## config.mk

```make
export PLATFORM = sky130hd
export DESIGN_NAME = disp_scan32_flat
export DESIGN_NICKNAME = d
export VERILOG_FILES = /design/src/rtl/disp_scan32_pkg.sv /design/src/rtl/disp_scan32_if.sv /design/src/rtl/disp_scan32_hex2seg7.sv /design/src/rtl/disp_scan32.sv /design/src/flat_wrapper.sv
export SDC_FILE = /design/constraint.sdc
export NUM_CORES = 1
export LEC_CHECK = 0
export CORE_ASPECT_RATIO = 0.9
export CORE_MARGIN = 8
export CORE_UTILIZATION = 29
export CTS_BUF_LIST = sky130_fd_sc_hd__clkbuf_4 sky130_fd_sc_hd__clkbuf_8
export DETAILED_ROUTE_END_ITERATION = 10
export DONT_BUFFER_PORTS = 1
export GPL_ROUTABILITY_DRIVEN = 0
export PLACE_DENSITY_LB_ADDON = 0.2
export SYNTH_ARGS = -nofsm -noshare
export SYNTH_HDL_FRONTEND = slang
export SYNTH_SLANG_ARGS = --single-unit
```

## constraint.sdc

```tcl
create_clock -name clk -period 3.8 [get_ports clk]
set_input_delay 0.76 -clock clk [delete_from_list [all_inputs] [get_ports clk]]
set_output_delay 0.76 -clock clk [all_outputs]
set_load 0.01 [all_outputs]
```

## src/rtl/disp_scan32_pkg.sv

```systemverilog
// rtl/disp_scan32_pkg.sv - shared display constants and hex glyph table
package disp_scan32_pkg;

  localparam logic [7:0] SEG_OFF = 8'hFF;
  localparam logic [7:0] AN_OFF  = 8'hFF;

  // Active-low a..g glyphs, bit0 = a; entry 0 sits in the least significant slot
  localparam logic [15:0][6:0] HEX_SEG = {
    7'h0E, 7'h06, 7'h21, 7'h46, 7'h03, 7'h08, 7'h10, 7'h00,
    7'h78, 7'h02, 7'h12, 7'h19, 7'h30, 7'h24, 7'h79, 7'h40
  };

endpackage

```

## src/rtl/disp_scan32_if.sv

```systemverilog
// rtl/disp_scan32_if.sv - display word inputs and scanned anode/segment outputs
interface disp_scan32_if;

  logic [31:0] data;
  logic [7:0]  point;
  logic [7:0]  blink;
  logic        disp_en;
  logic [7:0]  AN;
  logic [7:0]  SEG;
  logic        frame_start;

  modport master (
    output data, point, blink, disp_en,
    input  AN, SEG, frame_start
  );

  modport slave (
    input  data, point, blink, disp_en,
    output AN, SEG, frame_start
  );

endinterface

```

## src/rtl/disp_scan32_hex2seg7.sv

```systemverilog
// rtl/disp_scan32_hex2seg7.sv - combinational nibble to active-low seven-segment glyph
module hex2seg7
  import disp_scan32_pkg::*;
(
  input  logic [3:0] nibble,
  output logic [6:0] seg
);

  assign seg = HEX_SEG[nibble];

endmodule

```

## src/rtl/disp_scan32.sv

```systemverilog
// rtl/disp_scan32.sv - eight-digit multiplexed seven-segment scanner with frame snapshot
module disp_scan32
  import disp_scan32_pkg::*;
#(
  parameter int SCAN_DIV  = 100000,
  parameter int BLINK_DIV = 25000000
) (
  input  logic          clk,
  input  logic          rst,
  disp_scan32_if.slave  bus
);

  localparam int DIV_W   = $clog2(SCAN_DIV);
  localparam int BLINK_W = $clog2(BLINK_DIV);
  localparam logic [DIV_W-1:0]   DIV_LAST   = DIV_W'(SCAN_DIV - 1);
  localparam logic [BLINK_W-1:0] BLINK_LAST = BLINK_W'(BLINK_DIV - 1);

  logic [DIV_W-1:0]   div_cnt;
  logic [2:0]         dig;
  logic [BLINK_W-1:0] blink_cnt;
  logic               blink_phase;
  logic [31:0]        snap_data;
  logic [7:0]         snap_point;
  logic [7:0]         snap_blink;

  // A frame starts on the first cycle of digit 0; the load cycle already
  // drives the outputs from the incoming word so digit 0 never shows stale data.
  logic        load;
  logic [31:0] nxt_data;
  logic [7:0]  nxt_point;
  logic [7:0]  nxt_blink;
  logic [3:0]  cur_nibble;
  logic [6:0]  glyph;

  assign load       = (dig == 3'd0) && (div_cnt == '0);
  assign nxt_data   = load ? bus.data  : snap_data;
  assign nxt_point  = load ? bus.point : snap_point;
  assign nxt_blink  = load ? bus.blink : snap_blink;
  assign cur_nibble = nxt_data[{dig, 2'b00} +: 4];

  hex2seg7 u_hex2seg7 (
    .nibble (cur_nibble),
    .seg    (glyph)
  );

  // Scan divider and digit index advance together
  always_ff @(posedge clk) begin
    if (rst) begin
      div_cnt <= '0;
      dig     <= 3'd0;
    end else if (div_cnt == DIV_LAST) begin
      div_cnt <= '0;
      dig     <= dig + 3'd1;
    end else begin
      div_cnt <= div_cnt + 1'b1;
    end
  end

  // Free-running blink timebase, independent of scanning
  always_ff @(posedge clk) begin
    if (rst) begin
      blink_cnt   <= '0;
      blink_phase <= 1'b0;
    end else if (blink_cnt == BLINK_LAST) begin
      blink_cnt   <= '0;
      blink_phase <= ~blink_phase;
    end else begin
      blink_cnt <= blink_cnt + 1'b1;
    end
  end

  // Snapshot registers hold one whole frame so mid-frame input changes cannot tear it
  always_ff @(posedge clk) begin
    if (rst) begin
      snap_data       <= '0;
      snap_point      <= '0;
      snap_blink      <= '0;
      bus.frame_start <= 1'b0;
    end else begin
      snap_data       <= nxt_data;
      snap_point      <= nxt_point;
      snap_blink      <= nxt_blink;
      bus.frame_start <= load;
    end
  end

  // Registered anode/segment drive, one cycle behind the digit index
  always_ff @(posedge clk) begin
    if (rst) begin
      bus.AN  <= AN_OFF;
      bus.SEG <= SEG_OFF;
    end else begin
      bus.AN <= bus.disp_en ? ~(8'b1 << dig) : AN_OFF;
      if (blink_phase && nxt_blink[dig]) begin
        bus.SEG <= SEG_OFF;
      end else begin
        bus.SEG <= {~nxt_point[dig], glyph};
      end
    end
  end

endmodule

```

## src/flat_wrapper.sv

```systemverilog
// flat-port wrapper written by rule: the top's interface ports become plain ports
module disp_scan32_flat import disp_scan32_pkg::*;
#(
  parameter int SCAN_DIV  = 100000,
  parameter int BLINK_DIV = 25000000
)
  (clk, rst, bus_data, bus_point, bus_blink, bus_disp_en, bus_AN, bus_SEG, bus_frame_start);
  disp_scan32_if bus_i ();
  input  logic clk;
  input  logic rst;
  input wire logic [$bits(bus_i.data)-1:0] bus_data;
  input wire logic [$bits(bus_i.point)-1:0] bus_point;
  input wire logic [$bits(bus_i.blink)-1:0] bus_blink;
  input wire logic [$bits(bus_i.disp_en)-1:0] bus_disp_en;
  output wire logic [$bits(bus_i.AN)-1:0] bus_AN;
  output wire logic [$bits(bus_i.SEG)-1:0] bus_SEG;
  output wire logic [$bits(bus_i.frame_start)-1:0] bus_frame_start;
  assign bus_i.data = bus_data;
  assign bus_i.point = bus_point;
  assign bus_i.blink = bus_blink;
  assign bus_i.disp_en = bus_disp_en;
  assign bus_AN = bus_i.AN;
  assign bus_SEG = bus_i.SEG;
  assign bus_frame_start = bus_i.frame_start;
  disp_scan32 #(.SCAN_DIV(SCAN_DIV), .BLINK_DIV(BLINK_DIV)) u_core (.clk(clk), .rst(rst), .bus(bus_i));
endmodule
```

==> results.json <==
{
  "max_cap_violations": 0,
  "synthMuxAreaShare_pct": 9.19,
  "rows": 46,
  "synthTopCellsByArea": "dfxtp_1 (43%), nand2_1 (10%), nor2_1 (5.0%)",
  "cts_made_buffers": 9,
  "seq_area_sq_um": 2220,
  "arrival_ps": 3670,
  "antenna_found_initial": 0,
  "dpl.hpwl_um": 9410,
  "die_h_um": 143,
  "r2r_end": "u_core.bus.SEG[3]",
  "seqPwrFrac_pct": 53.7,
  "swShare_pct": 27.8,
  "route.final.wire_length_um": 12900,
  "clk_latency_ps": 400,
  "synth_simple_gate_area_share_pct": 24.2,
  "rrSetupSlack_ps": 390,
  "p_comb_share_pct": 14.5,
  "start_kind": "flip-flop",
  "fill_cells": 1877,
  "grt_setup_unrepaired": "false",
  "num_io_pins": 68,
  "yosysSeqAreaShare_pct": 43.1,
  "setup_viol": 0,
  "drc_errors": 0,
  "ys_async_sr_fraction_pct": 0,
  "finalMaxSlewViolations": 0,
  "drt_iter0_drc": 236,
  "synth_top_family_by_area": "simple AND/OR/NAND/NOR gates",
  "syn-cell-area_sq_um": 5160,
  "power.share.clock_pct": 31.7,
  "busiest_layer": "met2",
  "hold_buffers": 0,
  "vias_per_cell": 4.70,
  "end_kind": "flip-flop",
  "min_path_type": "reg -> reg",
  "r2r_start": "u_core.dig[1]",
  "ir_drop_mv": 0.147,
  "critPathRequiredTime_ps": 4060,
  "worstMarginPinSlew_ps": 805,
  "worstSetupPathType": "reg -> reg",
  "cts_root_buf": "clkbuf_8",
  "coreArea_sq_um": 17500,
  "yosys_warnings": 0,
  "synth_xor_area_share_pct": 6.79,
  "die_x_um": 157,
  "synth-seq-cells": 111,
  "grt_pass1_wl_um": 20900,
  "grt_pass1_vias": 3834,
  "leakage_uw": 0.00210,
  "cts_setup_buffers": 0,
  "synth-edff-count": 0,
  "synth_compound_area_share_pct": 9.36,
  "syn_inst": 593,
  "htreeDepth": 3,
  "yosys.area_share.adder_pct": 3.64,
  "firstDrtPassIters": 5,
  "io_buffers": 0,
  "p_switching_uw": 659,
  "fin_crit_ps": 3410,
  "fmax_mhz": 294,
  "clk_path_buf_depth": 2,
  "finish.utilization_pct": 32.0,
  "vias": 3903,
  "finalCritPeriodShare_pct": 89.7,
  "p_int_uw": 1710,
  "synth_cell_type_count": 44,
  "n_antenna_cell": 0,
  "endpoint": "u_core.bus.SEG[3]",
  "area_delta_synth_final_pct": 8.59,
  "avgSynthCellArea_sq_um": 8.70,
  "synth_top_area_cell": "dfxtp_1",
  "use_met2_pct": 18.4,
  "crit_start": "u_core.dig[1]",
  "finalSetupTns_ps": 0,
  "synth_nets": 659,
  "wl_per_cell_um": 15.5,
  "outcome": "completed",
  "grt_usage_pct": 12.0,
  "dieArea_sq_um": 22300,
  "gr-usage-met1_pct": 15.0,
  "met3_usage_pct": 4.89,
  "rr_worst_depth": 12,
  "initial_core_util_pct": 29.5,
  "tritoncts": "done",
  "synth_ff_type": "dfxtp_1",
  "power.total_uw": 2370,
  "cts.repair.resized": 0,
  "fin_skew_ps": 13.8,
  "cp_max_fo": 12,
  "drive_gt1_share_pct": 8.64,
  "ant_nets": 0,
  "hold_viol": 0,
  "cts_num_sinks": 111,
  "relSlewSlack_pct": 45.9,
  "synth_top_area_share_pct": 43.1,
  "multi_input_area_sq_um": 2740,
  "final_nets": 651,
  "power_density_nw_per_um2": 424,
  "grt_overflow": 0,
  "grt_start_max_net_pins": 59,
  "clk_pin_slew_worst_paths_ps": 110
}
==> cells by family (layout without fill, tap and decap cells) <==
kind of cell | after synthesis | in the layout
buffers and inverters | 44 | 41
AOI/OAI and AO/OA | 77 | 77
muxes | 27 | 27
and+or+nand+nor | 279 | 279
xor gates and xnor gates | 40 | 40
DFF | 111 | 111
adders and majority gates | 15 | 15
==> cell type report <==
type,count,area share (%)
multi-input combinational,438,49.0
sequential,111,39.7
tap,240,5.36
clock buffer,11,2.48
timing repair buffer,10,1.34
clock inverter,5,1.16
inverter,15,1.01
==> layout by cell type (no fill, tap or decap), drive strengths merged, types with 3 or more instances in the layout <==
master  instances
nand2         143
dfxtp         111
nor2           70
a21oi          42
nand3          26
xor2           25
inv            17
xnor2          15
ha             15
mux4           15
mux2i          11
a22oi          11
clkbuf         11
buf            10
and3            9
a211oi          9
o21ai           9
nor3            7
nand4           6
and4            4
nor4            4
and2            3
nor2b           3
==> layer usage <==
layer | wire length (um) | part of all wire, % | up-vias
li1 | - | - | 1983
met1 | 5960 | 46 | 1843
met2 | 5760 | 45 | 70
met3 | 997 | 7.8 | 7
met4 | 150 | 1.2 | 0
met5 | 0 | 0 | -
==> through the flow <==
step           instances  hold slack [ps]  worst slack [ps]  area (sq um)
4_1_cts              830              402               410          5600
3_3_place_gp         814              432               551          5400
5_1_grt              830              412               142          5600
3_5_place_dp         814              434               434          5400
6_report             830              448               393          5600
2_1_floorplan        593              426               426          5160
==> cell usage after synthesis (2+ instances only) <==
library cell and instances:
a211oi_1 9, a21oi_1 41, a22oi_1 9, a22oi_2 2
and2_1 3, and3_1 9, and4_1 4, buf_6 3
clkbuf_1 23, dfxtp_1 111, ha_1 15, inv_1 15
mux2i_1 11, mux4_1 4, mux4_2 11, nand2_1 141
nand3_1 26, nand4_1 5, nor2_1 69, nor2b_1 3
nor3_1 7, nor4_1 2, nor4_4 2, o21ai_0 9
or2_2 2, xnor2_1 15, xor2_1 25
==> worst min-delay path by stage <==
stage / depth (start not counted) / to / startpoint
final: 2 / u_core.snap_data[29] / u_core.snap_data[29]
after global routing: 1 / u_core.snap_point[6] / rst
after CTS: 1 / u_core.snap_blink[7] / rst
after detailed placement: 2 / u_core.snap_data[29] / u_core.snap_data[29]
after global placement: 2 / u_core.snap_data[21] / u_core.snap_data[21]
after floorplan: 1 / u_core.blink_cnt[0] / u_core.blink_cnt[0]
==> power groups by stage <==
| stage | logic, uW | clock network, uW | registers, uW |
|---|---|---|---|
| 4_1_cts | 349 | 790 | 1280 |
| 3_3_place_gp | 342 | 0 | 1300 |
| 3_5_place_dp | 349 | 0 | 1300 |
| 6_report | 345 | 753 | 1270 |
| 5_1_grt | 390 | 827 | 1280 |
| 2_1_floorplan | 290 | 0 | 1290 |
==> critical path, stage by stage (launching register included) <==
cell and delay [ps]:
dfxtp_1 490, inv_1 200, ha_1 270, and2_1 190, nand2_4 160, mux4_1 590, a22oi_1 190, and3_1 320
inv_1 150, ha_1 240, mux2_2 270, mux2i_1 130, nand2_1 70
==> sequential cells by signal (all words and copies together), names as in the netlist <==
name / flops
u_core.snap_blink: 8
u_core.dig: 3
u_core.snap_point: 8
u_core.blink_phase: 1
u_core.bus.frame_start: 1
u_core.snap_data: 32
u_core.bus.SEG: 8
u_core.blink_cnt: 25
u_core.div_cnt: 17
u_core.bus.AN: 8
Note: power is estimated with default switching activity, not from simulation.
